`src/rtl/frame_sync_pkg.sv`:
```
// Shared constants for the frame sync controller: register map, STATUS/CTRL bit positions,
// and a saturating counter helper.
package frame_sync_pkg;

  localparam logic [1:0] ADDR_STATUS = 2'd0;
  localparam logic [1:0] ADDR_FRAME  = 2'd1;
  localparam logic [1:0] ADDR_DIV    = 2'd2;
  localparam logic [1:0] ADDR_CTRL   = 2'd3;

  localparam int unsigned StatusW      = 16;
  localparam int unsigned ST_PENDING   = 0;
  localparam int unsigned ST_VBLANK    = 1;
  localparam int unsigned ST_OVERRUN   = 2;
  localparam int unsigned ST_MISSED    = 8;
  localparam int unsigned MissedW      = 8;

  localparam int unsigned CTRL_IRQ_EN   = 0;
  localparam int unsigned CTRL_AUTO_CLR = 1;

  function automatic logic [MissedW-1:0] sat_inc(input logic [MissedW-1:0] val);
    return (val == '1) ? val : val + MissedW'(1);
  endfunction

endpackage

```
`src/rtl/sync2.sv`:
```
// Two-flop level synchronizer with synchronous active-low reset.
module sync2 (
  input  logic clk,
  input  logic resetq,
  input  logic d,
  output logic q
);

  logic s1_q;
  logic s2_q;

  always_ff @(posedge clk) begin
    if (!resetq) begin
      s1_q <= 1'b0;
      s2_q <= 1'b0;
    end else begin
      s1_q <= d;
      s2_q <= s1_q;
    end
  end

  assign q = s2_q;

endmodule

```
`src/rtl/frame_sync_ctrl.sv`:
```
// Frame counter with divided frame tick, pending/overrun status, missed-tick counter,
// CPU register interface and level interrupt.
module frame_sync_ctrl
  import frame_sync_pkg::*;
#(
  parameter int unsigned CNT_W = 16,
  parameter int unsigned DIV_W = 8
) (
  input  logic             clk,
  input  logic             resetq,
  input  logic             vsync,
  input  logic             vblank,
  input  logic             io_rd,
  input  logic             io_wr,
  input  logic [1:0]       io_addr,
  input  logic [CNT_W-1:0] io_din,
  output logic [CNT_W-1:0] io_dout,
  output logic             irq
);

  logic               vblank_s;

  logic [CNT_W-1:0]   frame_q,   frame_d;
  logic [DIV_W-1:0]   div_q,     div_d;
  logic [DIV_W-1:0]   div_cnt_q, div_cnt_d;
  logic               irq_en_q,  irq_en_d;
  logic               auto_clr_q, auto_clr_d;
  logic               pending_q, pending_d;
  logic               overrun_q, overrun_d;
  logic [MissedW-1:0] missed_q,  missed_d;
  logic [CNT_W-1:0]   io_dout_q, io_dout_d;
  logic               irq_q,     irq_d;

  logic               tick;
  logic               ovr_evt;
  logic               wr_status, wr_frame, wr_div, wr_ctrl;
  logic               pend_clr, ovr_clr;
  logic [StatusW-1:0] status_w;
  logic [1:0]         ctrl_w;
  logic [CNT_W-1:0]   rdata;

  sync2 u_sync_vblank (
    .clk    (clk),
    .resetq (resetq),
    .d      (vblank),
    .q      (vblank_s)
  );

  always_comb begin
    wr_status = io_wr && (io_addr == ADDR_STATUS);
    wr_frame  = io_wr && (io_addr == ADDR_FRAME);
    wr_div    = io_wr && (io_addr == ADDR_DIV);
    wr_ctrl   = io_wr && (io_addr == ADDR_CTRL);

    tick    = vsync && (div_cnt_q == div_q);
    ovr_evt = tick && pending_q;

    // A read paired with a write has no side effects, so auto-clear needs a lone read.
    pend_clr = (wr_status && io_din[ST_PENDING]) ||
               (io_rd && !io_wr && (io_addr == ADDR_STATUS) && auto_clr_q);
    ovr_clr  = wr_status && io_din[ST_OVERRUN];
  end

  // Set beats clear throughout the status logic.
  always_comb begin
    pending_d = pending_q;
    if (tick) begin
      pending_d = 1'b1;
    end else if (pend_clr) begin
      pending_d = 1'b0;
    end

    overrun_d = overrun_q;
    missed_d  = missed_q;
    if (ovr_evt) begin
      overrun_d = 1'b1;
      missed_d  = sat_inc(missed_q);
    end else if (ovr_clr) begin
      overrun_d = 1'b0;
      missed_d  = '0;
    end
  end

  always_comb begin
    frame_d = frame_q;
    if (wr_frame) begin
      frame_d = io_din;
    end else if (vsync) begin
      frame_d = frame_q + CNT_W'(1);
    end

    div_d     = wr_div ? io_din[DIV_W-1:0] : div_q;
    div_cnt_d = div_cnt_q;
    if (wr_div) begin
      div_cnt_d = '0;
    end else if (vsync) begin
      div_cnt_d = tick ? '0 : div_cnt_q + DIV_W'(1);
    end

    irq_en_d   = wr_ctrl ? io_din[CTRL_IRQ_EN]   : irq_en_q;
    auto_clr_d = wr_ctrl ? io_din[CTRL_AUTO_CLR] : auto_clr_q;

    irq_d = pending_q && irq_en_q;
  end

  // Read data is built from current (pre-update) state.
  always_comb begin
    status_w                         = '0;
    status_w[ST_PENDING]             = pending_q;
    status_w[ST_VBLANK]              = vblank_s;
    status_w[ST_OVERRUN]             = overrun_q;
    status_w[ST_MISSED +: MissedW]   = missed_q;

    ctrl_w                = '0;
    ctrl_w[CTRL_IRQ_EN]   = irq_en_q;
    ctrl_w[CTRL_AUTO_CLR] = auto_clr_q;

    rdata = '0;
    unique case (io_addr)
      ADDR_STATUS: rdata = CNT_W'(status_w);
      ADDR_FRAME:  rdata = frame_q;
      ADDR_DIV:    rdata = CNT_W'(div_q);
      ADDR_CTRL:   rdata = CNT_W'(ctrl_w);
      default:     rdata = '0;
    endcase

    io_dout_d = io_rd ? rdata : io_dout_q;
  end

  always_ff @(posedge clk) begin
    if (!resetq) begin
      frame_q    <= '0;
      div_q      <= '0;
      div_cnt_q  <= '0;
      irq_en_q   <= 1'b0;
      auto_clr_q <= 1'b0;
      pending_q  <= 1'b0;
      overrun_q  <= 1'b0;
      missed_q   <= '0;
      io_dout_q  <= '0;
      irq_q      <= 1'b0;
    end else begin
      frame_q    <= frame_d;
      div_q      <= div_d;
      div_cnt_q  <= div_cnt_d;
      irq_en_q   <= irq_en_d;
      auto_clr_q <= auto_clr_d;
      pending_q  <= pending_d;
      overrun_q  <= overrun_d;
      missed_q   <= missed_d;
      io_dout_q  <= io_dout_d;
      irq_q      <= irq_d;
    end
  end

  assign io_dout = io_dout_q;
  assign irq     = irq_q;

endmodule

```
`config.mk`:
```
export PLATFORM = sky130hd
export DESIGN_NAME = frame_sync_ctrl
export DESIGN_NICKNAME = d
export VERILOG_FILES = /design/src/rtl/frame_sync_pkg.sv /design/src/rtl/sync2.sv /design/src/rtl/frame_sync_ctrl.sv
export SDC_FILE = /design/constraint.sdc
export NUM_CORES = 1
export LEC_CHECK = 0
export CAP_MARGIN = 20
export CORE_ASPECT_RATIO = 1.5
export CORE_MARGIN = 5
export CORE_UTILIZATION = 48
export CTS_BUF_LIST = sky130_fd_sc_hd__clkbuf_8
export CTS_CLUSTER_SIZE = 30
export DETAILED_ROUTE_END_ITERATION = 16
export PLACE_DENSITY = 0.71
export SLEW_MARGIN = 20
export SYNTH_ARGS = -nofsm -noshare
export SYNTH_HDL_FRONTEND = slang
export SYNTH_SLANG_ARGS = --single-unit
```
`constraint.sdc`:
```
create_clock -name clk -period 2 [get_ports clk]
set_input_delay 0.2 -clock clk [delete_from_list [all_inputs] [get_ports clk]]
set_output_delay 0.2 -clock clk [all_outputs]
set_load 0.005 [all_outputs]
```
==> flow_summary.ini <==
[status]
outcome = finished, final reports clean

[floorplan]
die_height_um = 107
initial_utilization = 0.493
core_mm2 = 0.00613
die_w_um = 74.8
num_io_pins = 41
rows = 35
die_area_mm2 = 0.00802

[grt]
grt_overflow = 0
grt_max_degree = 33
grt_pass1_vias = 2771
antenna_found_initial = 0
grt_pass1_wl_um = 13100
grt_util_all_layers = 0.214

[timing]
holdWs_ns = 0.435
worst-slew-pin-transition_ns = 0.375
rsz0062_at_grt = false
setup_viol = 0
setup_tns_ns = 0
setup_slack_ns = 0.146
slew_viol_final = 0
post-route-period-util = 0.927
relSlewSlack = 0.748
hold_viol = 0
fin_worst_skew_ns = 0.00910
timing.fmax_mhz = 539
period_needed_ns = 1.85

[layout]
drive_gt1_frac = 0.124
nFillCells = 548
diodes = 0
final_nets = 441
area_delta_synth_final_pct = 26.5
final_area_mm2 = 0.00383
fin_util = 0.624

[logic_synthesis]
synth_common_cells = dfxtp_1 (63), nor2_1 (49), nand2_1 (36)
ys.flop_type = dfxtp_1
ys_seq_area_frac = 0.417
syn_inst = 359
syn_area_mm2 = 0.00303
ys_types = 45
synth_top_area_frac = 0.417
yosysMostFrequentCell = dfxtp_1
synth.largest_area_cell = dfxtp_1
syn_nets = 386
yosys_warnings = 0
yosys-top-cells-area = dfxtp_1 (42%), nor2_1 (6.1%), a21oi_1 (5.1%)
synth-seq-cells = 63
synth_edf_count = 0
ys_async_sr_fraction = 0
synth.avg_cell_area_um2 = 8.43

[critical_path]
arrival_ns = 2.13
worst_setup_path_end_kind = flop
timing.critical_path.from_type = flop
cp.required_ns = 2.28
crit_path_max_fanout = 9
path_class = reg2reg

[pwr]
clock_power_share = 0.390
switching_power_uw = 731
pwr-share-comb = 0.129
intPower_mw = 2.09
p_per_area_mw_per_mm2 = 736
p_leak_nw = 1.42
seq_power_share = 0.481
p_sw_frac = 0.259
ir_worst_vdd_mv = 0.606

[clocking]
htreeDepth = 3
cts_hold_buf = 0
cts_tree = yes
clockRootBuffer = clkbuf_8
cts.sinks = 63
cts.path.max_buffers = 2
clock_latency_ns = 0.34
path_clk_slew_ns = 0.07
cts_buffers = 9

[routing]
routed_wl_um = 8000
antenna_left = 0
num_vias = 2760
remaining_drc_errors = 0
dr.pass1.iters = 4
drt-initial-drc-count = 175
wl_per_cell_um = 16.2
avgViaCountPerCell = 5.60

[job]
drv_cap = 0

[worst_hold_path]
hold_path.class = reg2reg

[place]
dp_slack_ns = 0.0102
dp_hpwl_um = 6020
io_buffers = 40
postPlaceCellArea_mm2 = 0.00360
gp_congestion = 0.930
## critical path, stage by stage (launching register included)
cell and delay (ns):
dfxtp_1 0.38, xnor2_1 0.13, nand3_1 0.12, or4_4 0.60
buf_4 0.17, a211oi_1 0.27, a41o_1 0.13
## logic make-up (layout without fill, tap and decap cells)
group | Yosys count | after routing | share of synthesized area
adder cells (fa/ha/maj) | 3 | 3 | 0.0124
buffers and inverters | 28 | 88 | 0.0434
AND/OR/NAND/NOR | 146 | 146 | 0.228
flip-flops | 63 | 63 | 0.417
multiplexers | 16 | 16 | 0.0612
XOR/XNOR | 25 | 25 | 0.0749
AO/OA/AOI/OAI | 78 | 78 | 0.163
## flip-flops by register name (all words and copies together), names as in the netlist, 8 cells and up
name / count
io_dout: 16
div_cnt_q: 8
div_q: 8
missed_q: 8
frame_q: 16
## placed cells by master, fill, tap and decap left out, types with 4 or more instances in the layout
| cell type | count |
|---|---|
| dfxtp_1 | 61 |
| nor2_1 | 49 |
| clkdlybuf4s50_1 | 40 |
| nand2_1 | 36 |
| a21oi_1 | 31 |
| buf_4 | 25 |
| a211oi_1 | 15 |
| mux2i_1 | 14 |
| nand3_1 | 14 |
| xor2_1 | 13 |
| xnor2_1 | 11 |
| o21ai_0 | 10 |
| clkbuf_8 | 10 |
| nand4_1 | 9 |
| nand2b_1 | 7 |
| nor3_1 | 6 |
| and3_1 | 6 |
| inv_1 | 5 |
| a22oi_1 | 5 |
| nor2b_1 | 4 |
| a31oi_1 | 4 |
| a311oi_1 | 4 |
## per-stage QoR
| stage | power [mW] | instances |
|---|---|---|
| floorplan | 1.58 | 359 |
| global placement | 1.72 | 475 |
| detailed placement | 1.72 | 475 |
| CTS | 2.82 | 491 |
| global route | 2.93 | 493 |
| finish | 2.82 | 493 |
## layout make-up
cell class | instances | area, µm² | share of cell area
multi-input cells | 268 | 1640 | 0.429
flip-flops and latches | 63 | 1260 | 0.330
inverters | 6 | 22.5 | 0.00588
clock buffers | 10 | 138 | 0.0360
well taps | 74 | 92.6 | 0.0242
repair buffers | 66 | 608 | 0.159
clock inverters | 6 | 60.1 | 0.0157
## power groups by stage
| stage | registers (mW) | logic (mW) | clock network, mW |
|---|---|---|---|
| 5_1_grt | 1.36 | 0.398 | 1.17 |
| 2_1_floorplan | 1.36 | 0.213 | 0 |
| 3_3_place_gp | 1.38 | 0.336 | 0 |
| 6_report | 1.35 | 0.363 | 1.10 |
| 4_1_cts | 1.35 | 0.348 | 1.12 |
| 3_5_place_dp | 1.38 | 0.341 | 0 |
## repair_timing
item                                    CTS  global route
buffers inserted                          0             2
pin swaps                                 0             2
endpoints found under the setup margin    2             2
resized for setup                         1             3
## layer usage
metal	part of all wire	GRT usage	wire length [µm]	vias up
met1	0.41	0.240	3260	1277
li1	-	-	-	1384
met4	0.049	0.139	390	0
met2	0.50	0.364	4040	75
met3	0.039	0.0263	315	24
met5	0	0	0	-
## final timing paths
kind                      startpoint              end  slack, ns  cells after the start
setup / recovery            div_q[1]      missed_q[1]       0.15                      6
setup reg to reg            div_q[1]      missed_q[1]       0.15                      6
hold reg to reg   u_sync_vblank.s1_q  u_sync_vblank.q       0.43                      1
hold / removal    u_sync_vblank.s1_q  u_sync_vblank.q       0.43                      1
Note: power is estimated with default switching activity, not from simulation.
